$ cat config.mk
export PLATFORM = sky130hd
export DESIGN_NAME = lsu_controller
export DESIGN_NICKNAME = d
export VERILOG_FILES = /design/src/rtl/lsu_controller.sv
export SDC_FILE = /design/constraint.sdc
export NUM_CORES = 1
export LEC_CHECK = 0
export ABC_AREA = 1
export CAP_MARGIN = 25
export CORE_UTILIZATION = 35
export DETAILED_ROUTE_END_ITERATION = 16
export PLACE_DENSITY_LB_ADDON = 0.15
export SLEW_MARGIN = 20
export SYNTH_ARGS = -nofsm -noshare
export SYNTH_HDL_FRONTEND = slang
export SYNTH_SLANG_ARGS = --single-unit
$ cat constraint.sdc
create_clock -name clk -period 3.04 [get_ports clk]
set_input_delay 0.304 -clock clk [delete_from_list [all_inputs] [get_ports clk]]
set_output_delay 0.304 -clock clk [all_outputs]
set_load 0.01 [all_outputs]
$ cat src/rtl/lsu_controller.sv
// ---------------------------------------------------------------------------
// lsu_controller
//
// Multi-cycle load/store sequencer between the RV32I execute stage and a
// req/ack data-memory bus. Each load or store accepted in IDLE becomes one
// bus transaction. The PC is stalled until the transaction completes, and a
// sign- or zero-extended load result is then presented for writeback.
//
// Optional build macro:
//   LSU_TIMEOUT_EN - abort a transaction that has had no bus_ack for
//                    TIMEOUT_CYCLES REQ cycles. The abort returns a zero load
//                    result and pulses bus_err for one cycle. Without the
//                    macro, REQ waits indefinitely and bus_err is tied low.
//
// Ports:
//   clk, rst           clock (rising edge), asynchronous active-high reset
//   mem_rden, mem_wren load / store strobes from decode (store has priority)
//   funct3             access width [1:0] and unsigned-load flag [2]
//   addr               effective address from the ALU
//   st_data            store data (rs2)
//   stall              hold PC and register-file write (combinational)
//   misalign           access not naturally aligned (combinational)
//   ld_data            extended load result, valid while in DONE
//   bus_req/we/addr/wdata/be   registered bus request fields
//   bus_ack, bus_rdata bus completion and read data (same cycle)
//   bus_err            one-cycle timeout pulse (LSU_TIMEOUT_EN only)
// ---------------------------------------------------------------------------
module lsu_controller #(
    parameter int ADDR_W         = 32,
    parameter int TIMEOUT_CYCLES = 16
) (
    input  logic              clk,
    input  logic              rst,
    input  logic              mem_rden,
    input  logic              mem_wren,
    input  logic [2:0]        funct3,
    input  logic [ADDR_W-1:0] addr,
    input  logic [31:0]       st_data,
    output logic              stall,
    output logic              misalign,
    output logic [31:0]       ld_data,
    output logic              bus_req,
    output logic              bus_we,
    output logic [ADDR_W-1:0] bus_addr,
    output logic [31:0]       bus_wdata,
    output logic [3:0]        bus_be,
    input  logic              bus_ack,
    input  logic [31:0]       bus_rdata,
    output logic              bus_err
);

    typedef enum logic [1:0] {
        IDLE = 2'd0,
        REQ  = 2'd1,
        DONE = 2'd2
    } state_t;

    // Access size encoding used internally (funct3[1:0], with 11 folded into word)
    localparam logic [1:0] SZ_BYTE = 2'b00;
    localparam logic [1:0] SZ_HALF = 2'b01;
    localparam logic [1:0] SZ_WORD = 2'b10;

    // -----------------------------------------------------------------------
    // Helper functions
    // -----------------------------------------------------------------------
    function automatic logic [3:0] calc_be(input logic [1:0] size,
                                           input logic [1:0] lane);
        logic [3:0] be;
        case (size)
            SZ_BYTE: be = 4'b0001 << lane;
            SZ_HALF: be = lane[1] ? 4'b1100 : 4'b0011;
            default: be = 4'b1111;
        endcase
        return be;
    endfunction

    function automatic logic [31:0] calc_wdata(input logic [1:0]  size,
                                               input logic [31:0] data);
        logic [31:0] wd;
        case (size)
            SZ_BYTE: wd = {4{data[7:0]}};
            SZ_HALF: wd = {2{data[15:0]}};
            default: wd = data;
        endcase
        return wd;
    endfunction

    function automatic logic [31:0] ld_extend(input logic [31:0] rdata,
                                              input logic [1:0]  size,
                                              input logic [1:0]  lane,
                                              input logic        uns);
        logic [7:0]  b;
        logic [15:0] h;
        logic [31:0] res;
        case (lane)
            2'd0:    b = rdata[7:0];
            2'd1:    b = rdata[15:8];
            2'd2:    b = rdata[23:16];
            default: b = rdata[31:24];
        endcase
        h = lane[1] ? rdata[31:16] : rdata[15:0];
        case (size)
            SZ_BYTE: res = uns ? {24'd0, b} : {{24{b[7]}}, b};
            SZ_HALF: res = uns ? {16'd0, h} : {{16{h[15]}}, h};
            default: res = rdata;
        endcase
        return res;
    endfunction

    // -----------------------------------------------------------------------
    // Request decode
    // -----------------------------------------------------------------------
    logic       access;
    logic [1:0] size;

    assign access   = mem_rden | mem_wren;
    assign size     = funct3[1] ? SZ_WORD : funct3[1:0];
    assign misalign = access & (((size == SZ_HALF) & addr[0]) |
                                ((size == SZ_WORD) & (|addr[1:0])));

    // -----------------------------------------------------------------------
    // State and registered bus fields
    // -----------------------------------------------------------------------
    state_t            state_q, state_d;
    logic              bus_req_q, bus_req_d;
    logic              bus_we_q, bus_we_d;
    logic [ADDR_W-1:0] bus_addr_q, bus_addr_d;
    logic [31:0]       bus_wdata_q, bus_wdata_d;
    logic [3:0]        bus_be_q, bus_be_d;
    logic [31:0]       ld_data_q, ld_data_d;
    // Load shaping info kept from IDLE for use when read data arrives
    logic [1:0]        size_q, size_d;
    logic [1:0]        lane_q, lane_d;
    logic              uns_q, uns_d;

`ifdef LSU_TIMEOUT_EN
    localparam int CNT_W = (TIMEOUT_CYCLES > 1) ? $clog2(TIMEOUT_CYCLES) : 1;
    localparam logic [CNT_W-1:0] CNT_LAST = CNT_W'(TIMEOUT_CYCLES - 1);

    logic [CNT_W-1:0] cnt_q, cnt_d;
    logic             bus_err_q, bus_err_d;
`endif

    always_comb begin
        state_d     = state_q;
        bus_req_d   = bus_req_q;
        bus_we_d    = bus_we_q;
        bus_addr_d  = bus_addr_q;
        bus_wdata_d = bus_wdata_q;
        bus_be_d    = bus_be_q;
        ld_data_d   = ld_data_q;
        size_d      = size_q;
        lane_d      = lane_q;
        uns_d       = uns_q;
`ifdef LSU_TIMEOUT_EN
        cnt_d       = cnt_q;
        bus_err_d   = 1'b0;
`endif

        case (state_q)
            IDLE: begin
                if (access && !misalign) begin
                    state_d     = REQ;
                    bus_req_d   = 1'b1;
                    bus_we_d    = mem_wren;
                    bus_addr_d  = {addr[ADDR_W-1:2], 2'b00};
                    bus_be_d    = calc_be(size, addr[1:0]);
                    bus_wdata_d = calc_wdata(size, st_data);
                    size_d      = size;
                    lane_d      = addr[1:0];
                    uns_d       = funct3[2];
`ifdef LSU_TIMEOUT_EN
                    cnt_d       = '0;
`endif
                end
            end

            REQ: begin
                // Ack is checked first so an ack on the last counted cycle
                // still completes normally.
                if (bus_ack) begin
                    state_d   = DONE;
                    bus_req_d = 1'b0;
                    if (!bus_we_q) begin
                        ld_data_d = ld_extend(bus_rdata, size_q, lane_q, uns_q);
                    end
                end
`ifdef LSU_TIMEOUT_EN
                else if (cnt_q == CNT_LAST) begin
                    state_d   = DONE;
                    bus_req_d = 1'b0;
                    ld_data_d = 32'd0;
                    bus_err_d = 1'b1;
                end else begin
                    cnt_d = cnt_q + 1'b1;
                end
`endif
            end

            DONE: begin
                state_d = IDLE;
            end

            default: begin
                state_d = IDLE;
            end
        endcase
    end

    always_ff @(posedge clk or posedge rst) begin
        if (rst) begin
            state_q     <= IDLE;
            bus_req_q   <= 1'b0;
            bus_we_q    <= 1'b0;
            bus_addr_q  <= '0;
            bus_wdata_q <= 32'd0;
            bus_be_q    <= 4'd0;
            ld_data_q   <= 32'd0;
            size_q      <= 2'd0;
            lane_q      <= 2'd0;
            uns_q       <= 1'b0;
        end else begin
            state_q     <= state_d;
            bus_req_q   <= bus_req_d;
            bus_we_q    <= bus_we_d;
            bus_addr_q  <= bus_addr_d;
            bus_wdata_q <= bus_wdata_d;
            bus_be_q    <= bus_be_d;
            ld_data_q   <= ld_data_d;
            size_q      <= size_d;
            lane_q      <= lane_d;
            uns_q       <= uns_d;
        end
    end

`ifdef LSU_TIMEOUT_EN
    always_ff @(posedge clk or posedge rst) begin
        if (rst) begin
            cnt_q     <= '0;
            bus_err_q <= 1'b0;
        end else begin
            cnt_q     <= cnt_d;
            bus_err_q <= bus_err_d;
        end
    end

    assign bus_err = bus_err_q;
`else
    assign bus_err = 1'b0;
`endif

    // -----------------------------------------------------------------------
    // Outputs
    // -----------------------------------------------------------------------
    // DONE deliberately does not stall, so the core commits and moves on.
    assign stall     = ((state_q == IDLE) & access & ~misalign) | (state_q == REQ);
    assign ld_data   = ld_data_q;
    assign bus_req   = bus_req_q;
    assign bus_we    = bus_we_q;
    assign bus_addr  = bus_addr_q;
    assign bus_wdata = bus_wdata_q;
    assign bus_be    = bus_be_q;

endmodule

==> reports/qor.txt <==
Clk root buf: clkbuf_16
Crit path launch type: primary input
Post_cts resized: 0
Deepest level of the CTS H-tree: 3
Overall via count from detail_route: 5021
Initial Util: 35.8%
I/O Buffers: 205
Tot GR Track Use: 21.0%
Crit path DAT: 2.04 ns
FMAX: 427 MHz
Most frequent cells in the layout: 274 x nand2_1, 205 x clkdlybuf4s50_1, 107 x dfrtp_1
Reg clk slew, reported paths: 0.07 ns
Hpwl dp: 11.2 mm
Starting DRT DRC Count: 384
Synth top area share: 51.6%
Setup Buffers After CTS: 0
Sum Neg Setup Slack: 0 ns
Max Root-Sink Buffers: 2
Final layout net count: 955
Final period demand of the worst path: 2.34 ns
Site Rows: 44
Register area: 2680 um^2
Fin crit share: 77.0%
CTS tree: done
Warnings, synthesis: 0
Clk Latency, worst-skew pair: 0.35 ns
Hold_buf cts: 0
P per Cell Area: 922 nW/um^2
First-pass GRT wire length: 24.6 mm
RePlAce Congestion: 0.892
Antenna violations before repair: 0
FF+latch count, synth: 107
Pins over their slew limit: 0
Core ar.: 14500 um^2
Maximum fanout along the worst path: 34
RSZ-0062 raised after global routing: no
Number of global-route vias before repair: 5046
Area growth syn-to-layout: 47.6%
Worst-case vdd ir drop: 367 uV
Design Power: 0.00706 W
CTS Buf Count: 9
Syn avg cell area: 7.77 um^2
Final clock skew: 0.00394 ns
CTS sink count: 107
Via density: 4.83
Dominant cell type by area after synthesis: dfrtp_1
Largest net degree at the start of global routing: 108
Cell Area, Synth: 5180 um^2
Most common cell after layout, fill and taps aside: nand2_1
Max-slew headroom: 54.6%
Footprint of the multi-input gates: 2130 um^2
Top cells by area, synth: dfrtp_1 52%, nand2_1 20%, a21oi_1 5.4%, o21ai_0 3.7%, nand3_1 3.2%
Drt pass-1 iters: 5
Outcome: complete, no violations
I/O pin cnt: 209
Final Hold Fails: 0
Share of cells above drive strength 1: 7.24%
Leak: 3.65 nW
Gate Count Post-Synth: 667
Max Cap Viol: 0
Post-route ant nets: 0
WL final: 15.6 mm
Antenna Cells: 0
Sequential area share after synthesis: 51.6%
Detailed-route DRC error count: 0
Die Ht: 124 um
Final-layout fill cell count: 1384
Netlist cell types: 29
Global route overflow: 0
# setup viols final: 0
HP Class: in2async
Avg WL per Cell: 15.0 um
Worst Tran Pin Value: 0.680 ns
DIE WIDTH: 124 um
Die area: 15300 um^2
CP Class: in2out
WP data required: 2.74 ns
Critical Path End Type: output port
power breakdown:
part	internal (W)	total (W)	switching [W]
combinational	0.00166	0.00319	0.00153
clock	0.000813	0.00136	0.000551
sequential	0.00205	0.00250	0.000446
total	0.00453	0.00706	0.00253
critical path, cell delays in order:
cell and delay (ns):
clkdlybuf4s50_1 0.47, nor2_1 0.06, nor3_1 0.25, nand2_4 0.28, nand2_1 0.13, clkdlybuf4s50_1 0.53
state kept, by name (all words and copies together) (netlist names):
name	count
bus_wdata	32
ld_data	32
bus_addr	30
bus_be	4
lane_q	2
size_q	2
state_q	2
bus_req	1
bus_we	1
uns_q	1
cell usage after synthesis:
master,n
buf_6,5
nor2_1,32
clkinv_1,1
nand4_4,1
nand3_2,2
inv_2,6
nand3_1,33
clkbuf_2,1
o21ai_1,9
nand4_1,1
nand3b_1,1
or2_1,1
nor3_1,1
conb_1,1
nor2_2,1
nand2_1,274
a31oi_1,1
inv_1,30
a211oi_1,2
clkbuf_1,11
a21oi_2,9
or2_2,15
o21ai_2,1
buf_2,17
a21oi_1,56
nand2_2,2
buf_4,8
o21ai_0,38
dfrtp_1,107
layout make-up:
type / instances / share of cell area (%)
Clock inverter: 7 / 1.59
Clock buffer: 9 / 2.94
Inverter: 37 / 1.86
Tap cell: 184 / 3.01
Multi-Input combinational cell: 483 / 27.9
Sequential cell: 107 / 35.0
Timing Repair Buffer: 213 / 27.8
metal layers:
layer,part of all wire (%),wire length [um],GRT usage [%]
met5,0,0,0
met4,2.5,382,9.86
met3,10,1580,7.37
met2,46,7130,32.6
met1,42,6480,26.1
kinds of logic (layout without fill, tap and decap cells):
kind of cell	Yosys count	count (layout)	share of synthesized area (%)
compound gates	116	116	12.0
other cells	1	3	0.0723
flops	107	107	51.6
simple gates	364	364	28.8
buf+inv	79	266	7.46
through the flow:
stage	cells	util, %	hold slack, ns	cell area [um^2]	setup WS [ns]
CTS	1040	52.9	0.467	7650	0.684
global placement	1024	50.5	0.462	7310	0.669
finish	1040	52.9	0.426	7650	0.700
floorplan	669	-	0.413	5200	1.45
detailed placement	1024	50.5	0.467	7310	0.544
global route	1040	52.9	0.484	7650	0.558
path summary, 6_finish.rpt:
path	from	endpoint	slack, ns	cells after the start
setup / recovery	mem_wren	stall	0.70	6
hold / removal	rst	ld_data[4]	0.43	3
setup reg to reg	state_q[0]	bus_wdata[21]	1.10	6
hold reg to reg	bus_addr[15]	bus_addr[15]	0.48	2
max in group asynchronous	rst	ld_data[2]	2.11	3
min in group clk	addr[21]	bus_addr[21]	0.48	3
Note: power is estimated with default switching activity, not from simulation.
